[src/rtl/frame_buffer_write_arbiter.sv]
// Shares the back-buffer write port between the sprite, vector and clear engines and sequences buffer switches.
// Build macro FB_ARB_FIXED_PRIORITY_EN: fixed priority (requester 2 highest) replaces round robin.
module frame_buffer_write_arbiter #(
    parameter int ADDR_WIDTH = 18,
    parameter int DATA_WIDTH = 4,
    parameter int REQUESTERS = 3
) (
    input  logic                             spi_clock_in,
    input  logic                             spi_reset_n_in,
    input  logic [REQUESTERS-1:0]            request_valid_in,
    output logic [REQUESTERS-1:0]            request_ready_out,
    input  logic [REQUESTERS*ADDR_WIDTH-1:0] request_address_in,
    input  logic [REQUESTERS*DATA_WIDTH-1:0] request_data_in,
    output logic                             write_enable_out,
    output logic [ADDR_WIDTH-1:0]            write_address_out,
    output logic [DATA_WIDTH-1:0]            write_data_out,
    input  logic                             switch_request_in,
    output logic                             switch_pulse_out,
    input  logic                             switch_done_in,
    output logic                             busy_out
);

    localparam int IDX_WIDTH = (REQUESTERS > 1) ? $clog2(REQUESTERS) : 1;

    typedef enum logic [1:0] {
        ST_IDLE   = 2'd0,
        ST_DRAIN  = 2'd1,
        ST_SWITCH = 2'd2,
        ST_WAIT   = 2'd3
    } state_t;

    state_t                  state_r;
    state_t                  next_state_s;
    logic                    wait_armed_r;
    logic                    arb_enable_s;
    logic                    found_s;
    logic [IDX_WIDTH-1:0]    grant_idx_s;
    logic [REQUESTERS-1:0]   grant_s;
    logic                    transfer_s;
    logic [ADDR_WIDTH-1:0]   sel_address_s;
    logic [DATA_WIDTH-1:0]   sel_data_s;
    logic                    write_enable_r;
    logic [ADDR_WIDTH-1:0]   write_address_r;
    logic [DATA_WIDTH-1:0]   write_data_r;
    logic                    switch_pulse_r;
    logic                    busy_r;

    // Grants are only issued in IDLE and never in the cycle a switch is requested.
    always_comb begin
        if ((state_r == ST_IDLE) && !switch_request_in) begin
            arb_enable_s = 1'b1;
        end else begin
            arb_enable_s = 1'b0;
        end
    end

`ifdef FB_ARB_FIXED_PRIORITY_EN
    // Fixed priority search from the highest index downwards.
    always_comb begin
        found_s     = 1'b0;
        grant_idx_s = '0;
        if (arb_enable_s) begin
            for (int k = REQUESTERS - 1; k >= 0; k--) begin
                if (!found_s && request_valid_in[IDX_WIDTH'(k)]) begin
                    found_s     = 1'b1;
                    grant_idx_s = IDX_WIDTH'(k);
                end else begin
                    grant_idx_s = grant_idx_s;
                end
            end
        end else begin
            found_s = 1'b0;
        end
    end
`else
    logic [IDX_WIDTH-1:0] pointer_r;

    // Round-robin search starting one past the last granted requester.
    always_comb begin
        logic [IDX_WIDTH-1:0] cand_v;
        found_s     = 1'b0;
        grant_idx_s = '0;
        cand_v      = '0;
        if (arb_enable_s) begin
            for (int k = 1; k <= REQUESTERS; k++) begin
                cand_v = IDX_WIDTH'((int'(pointer_r) + k) % REQUESTERS);
                if (!found_s && request_valid_in[cand_v]) begin
                    found_s     = 1'b1;
                    grant_idx_s = cand_v;
                end else begin
                    grant_idx_s = grant_idx_s;
                end
            end
        end else begin
            found_s = 1'b0;
        end
    end

    // Pointer moves only on a transfer; reset value lets requester 0 win first.
    always_ff @(posedge spi_clock_in or negedge spi_reset_n_in) begin
        if (!spi_reset_n_in) begin
            pointer_r <= IDX_WIDTH'(REQUESTERS - 1);
        end else if (transfer_s) begin
            pointer_r <= grant_idx_s;
        end else begin
            pointer_r <= pointer_r;
        end
    end
`endif

    // One-hot grant vector and the address/data of the winning requester.
    always_comb begin
        grant_s       = '0;
        sel_address_s = '0;
        sel_data_s    = '0;
        for (int k = 0; k < REQUESTERS; k++) begin
            if (found_s && (grant_idx_s == IDX_WIDTH'(k))) begin
                grant_s[k]    = 1'b1;
                sel_address_s = request_address_in[k*ADDR_WIDTH +: ADDR_WIDTH];
                sel_data_s    = request_data_in[k*DATA_WIDTH +: DATA_WIDTH];
            end else begin
                grant_s[k] = 1'b0;
            end
        end
    end

    assign transfer_s        = |grant_s;
    assign request_ready_out = grant_s;

    // Switch sequencer next-state; done is ignored in the first WAIT cycle to reject a stale level.
    always_comb begin
        next_state_s = state_r;
        case (state_r)
            ST_IDLE: begin
                if (switch_request_in) begin
                    next_state_s = ST_DRAIN;
                end else begin
                    next_state_s = ST_IDLE;
                end
            end
            ST_DRAIN:  next_state_s = ST_SWITCH;
            ST_SWITCH: next_state_s = ST_WAIT;
            ST_WAIT: begin
                if (wait_armed_r && switch_done_in) begin
                    next_state_s = ST_IDLE;
                end else begin
                    next_state_s = ST_WAIT;
                end
            end
            default: next_state_s = ST_IDLE;
        endcase
    end

    // State register plus registered pulse/busy derived from the upcoming state.
    always_ff @(posedge spi_clock_in or negedge spi_reset_n_in) begin
        if (!spi_reset_n_in) begin
            state_r        <= ST_IDLE;
            wait_armed_r   <= 1'b0;
            switch_pulse_r <= 1'b0;
            busy_r         <= 1'b0;
        end else begin
            state_r        <= next_state_s;
            wait_armed_r   <= (state_r == ST_WAIT);
            switch_pulse_r <= (next_state_s == ST_SWITCH);
            busy_r         <= (next_state_s != ST_IDLE);
        end
    end

    // Registered write port: one strobe per transfer, address/data hold otherwise.
    always_ff @(posedge spi_clock_in or negedge spi_reset_n_in) begin
        if (!spi_reset_n_in) begin
            write_enable_r  <= 1'b0;
            write_address_r <= '0;
            write_data_r    <= '0;
        end else if (transfer_s) begin
            write_enable_r  <= 1'b1;
            write_address_r <= sel_address_s;
            write_data_r    <= sel_data_s;
        end else begin
            write_enable_r  <= 1'b0;
            write_address_r <= write_address_r;
            write_data_r    <= write_data_r;
        end
    end

    assign write_enable_out  = write_enable_r;
    assign write_address_out = write_address_r;
    assign write_data_out    = write_data_r;
    assign switch_pulse_out  = switch_pulse_r;
    assign busy_out          = busy_r;

endmodule
[config.mk]
export PLATFORM = sky130hd
export DESIGN_NAME = frame_buffer_write_arbiter
export DESIGN_NICKNAME = d
export VERILOG_FILES = /design/src/rtl/frame_buffer_write_arbiter.sv
export SDC_FILE = /design/constraint.sdc
export NUM_CORES = 1
export LEC_CHECK = 0
export ABC_AREA = 1
export CAP_MARGIN = 20
export CELL_PAD_IN_SITES_DETAIL_PLACEMENT = 1
export CELL_PAD_IN_SITES_GLOBAL_PLACEMENT = 1
export CORE_UTILIZATION = 25
export DETAILED_ROUTE_END_ITERATION = 8
export GPL_TIMING_DRIVEN = 0
export PLACE_DENSITY = 0.88
export REMOVE_ABC_BUFFERS = 1
export SLEW_MARGIN = 10
export SYNTH_ARGS = -nofsm -noshare
export SYNTH_HDL_FRONTEND = slang
export SYNTH_SLANG_ARGS = --single-unit
[constraint.sdc]
create_clock -name spi_clock_in -period 2.7 [get_ports spi_clock_in]
set_input_delay 0.54 -clock spi_clock_in [delete_from_list [all_inputs] [get_ports spi_clock_in]]
set_output_delay 0.54 -clock spi_clock_in [all_outputs]
set_load 0.1 [all_outputs]
==> flow_summary.ini <==
[final_layout]
area_growth_pct = 92.48
drive_gt1_share_pct = 21.53
fillers = 756
final_nets = 414
n_antenna_cell = 0

[power_and_ir_drop]
p_sw_uw = 2529
power_density_nw_per_um2 = 1345
power_frac_seq_pct = 18.2
sw_frac_of_total_pct = 58.13
total_power_uw = 4351
p_int_uw = 1822
pwr-share-comb_pct = 74.1
clock_power_share_pct = 7.7
p_leak_uw = 0.001364
ir_drop_mv = 0.5857

[die]
start_util_pct = 26.16
num_io_pins = 101
dieArea_um2 = 7053
design.core.area_um2 = 6422
fp.dieH_um = 83.99
dieWidth_um = 83.99
rows = 29

[global_routing]
grt_usage_pct = 22.56
grt_pass1_vias = 2294
grt_pass1_wl_mm = 12.00
gr-total-overflow = 0
grt_start_max_net_pins = 31
antenna_found_initial = 0

[detailed_routing]
avgRoutedWirePerCell_um = 18.89
routed_wl_mm = 7.858
detail-route-antenna-nets = 0
drcViolationCount = 10
drt_iter0_drc = 122
first_pass_iters = 6
vias_per_cell = 5.111
vias = 2126

[sta]
fin_worst_skew_ns = 0.004607
setup-tns-final_ns = -0.2693
worst_slew_pin_slew_ns = 1.017
max_slew_margin_pct = 32.01
rsz0062_at_grt = yes
setup_viol = 3
drv_slew = 0
setup_ws_ns = -0.1388
period_needed_ns = 2.839
finalCritPeriodShare_pct = 105.1
fmax_mhz = 352.3
worst_hold_slack_ns = 0.3069
hold_viol = 0

[setup_path]
ff2ff_setup_slack_ns = 0.16
path_buf_inv = 3
critPathTopFamily = simple AND/OR/NAND/NOR gates
end_kind = output pin
cp.arrival_ns = 2.30
max_stage_delay_ns = 0.56
path_class = reg2out
cpMostUsedCell = nand2_2
cp-start-kind = flip-flop
required_ns = 2.16
critPathSlowestCell = dfstp_2
critPathMaxFanout = 6
crit_chain = ha_4 -> inv_4 -> nand2_2 -> nand2_2 -> nand2_4 -> nand3_4 -> o211ai_1 -> nand2_8 -> inv_16 -> nor3_4 -> buf_12

[outcome]
status = finished, violations left
failed_checks = DRC, setup timing

[yosys]
synth_cell_types = 23
ys_ff_latch = 30
syn_inst = 214
syn-cell-area_um2 = 1680
synth.avg_cell_area_um2 = 7.852
ys_seq_area_share_pct = 44.75
yosysWarnings = 0

[min_path]
hold_path_class = in2async

[cts]
cts_tree = done
clock_latency_ns = 0.27
hold_buffers = 0
cts.sinks = 30
clk_path_buf_depth = 2
clk_pin_slew_ns = 0.06
numCtsBuffers = 5
root_buffer = clkbuf_8
htree_levels = 2

[job]
drv_cap = 0

[placement]
gp_congestion = 0.7549
dp_slack_ns = -1.730
port_buffers = 100
dpl.hpwl_mm = 4.272
==> logic make-up after synthesis <==
kind of cell | count (synthesis) | share of synthesized area (%)
DFF | 30 | 44.75
buffers and inverters | 26 | 8.190
AOI/OAI and AO/OA | 6 | 2.159
adders and majority gates | 2 | 1.489
and+or+nand+nor | 150 | 43.41
==> power groups by stage <==
| stage | logic (uW) | clock network, uW | registers (uW) |
|---|---|---|---|
| 3_3_place_gp | 2480 | 0 | 773 |
| 4_1_cts | 2930 | 349 | 790 |
| 3_5_place_dp | 2520 | 0 | 787 |
| 2_1_floorplan | 586 | 0 | 2050 |
| 6_report | 3220 | 337 | 791 |
| 5_1_grt | 3340 | 371 | 821 |
==> layout by cell type, fill, tap and decap left out, drive strengths merged, types with 2 or more instances in the layout <==
master / Yosys / routed
clkdlybuf4s50: 0 / 93
nand2: 83 / 84
nand4: 45 / 45
dfrtp: 29 / 29
buf: 12 / 29
inv: 14 / 16
nand3: 12 / 13
nor2: 9 / 9
clkbuf: 0 / 7
o21ai: 4 / 5
ha: 2 / 2
dlymetal6s2s: 0 / 2
==> state kept, by name, indices dropped and copies added, names as in the netlist <==
register	cells
state_r	2
switch_pulse_out	1
write_address_out	18
write_data_out	4
write_enable_out	1
pointer_r	2
busy_out	1
wait_armed_r	1
==> final timing paths <==
| check | from | end | cells after the start |
|---|---|---|---|
| max in group asynchronous | spi_reset_n_in | write_address_out[3] | 1 |
| max reg2reg | pointer_r[0] | write_data_out[2] | 13 |
| max | pointer_r[1] | request_ready_out[0] | 11 |
| min in group spi_clock_in | state_r[1] | switch_pulse_out | 1 |
| min reg2reg | state_r[1] | switch_pulse_out | 1 |
| min | spi_reset_n_in | write_address_out[14] | 1 |
==> routing by layer <==
layer	track usage [%]	part of all wire, %	vias up
met5	0	0	-
met4	6.897	1.5	0
met3	4.352	5.9	10
met2	41.28	51	77
met1	26.42	41	1049
li1	-	-	990
==> metrics by stage <==
step | util, % | instances | instance area, um^2
after floorplan | - | 202 | 1598
after global placement | 41.96 | 379 | 2695
after detailed placement | 41.89 | 379 | 2690
after CTS | 47.63 | 406 | 3059
after global routing | 50.36 | 416 | 3234
final | 50.36 | 416 | 3234
==> layout make-up <==
type,instances,area (um^2),share of cell area (%)
clock buffers,7,76.32,2.360
repair buffers,125,1237,38.26
flip-flops and latches,30,752.0,23.25
well taps,77,96.34,2.979
repair inverters,2,17.52,0.5416
inverters,14,86.33,2.669
multi-input cells,161,968.4,29.94
==> synthesized netlist by cell type, drive strengths merged <==
cell     n  area, um^2
a21oi    1       5.000
buf     12       82.58
dfrtp   29       725.7
dfstp    1       26.28
ha       2       25.02
inv     14       55.05
nand2   83       326.6
nand3   12       75.07
nand4   45       281.5
nor2     9       36.29
nor3     1       10.01
o211ai   1       7.510
o21ai    4       23.77
==> repair_timing <==
item / CTS / global route
pin swaps: 14 / 10
resized for setup: 53 / 22
cloned: 4 / 1
hold endpoints to repair: 0 / 0
setup endpoints to repair: 28 / 3
buffers inserted: 16 / 9
Note: power is estimated with default switching activity, not from simulation.
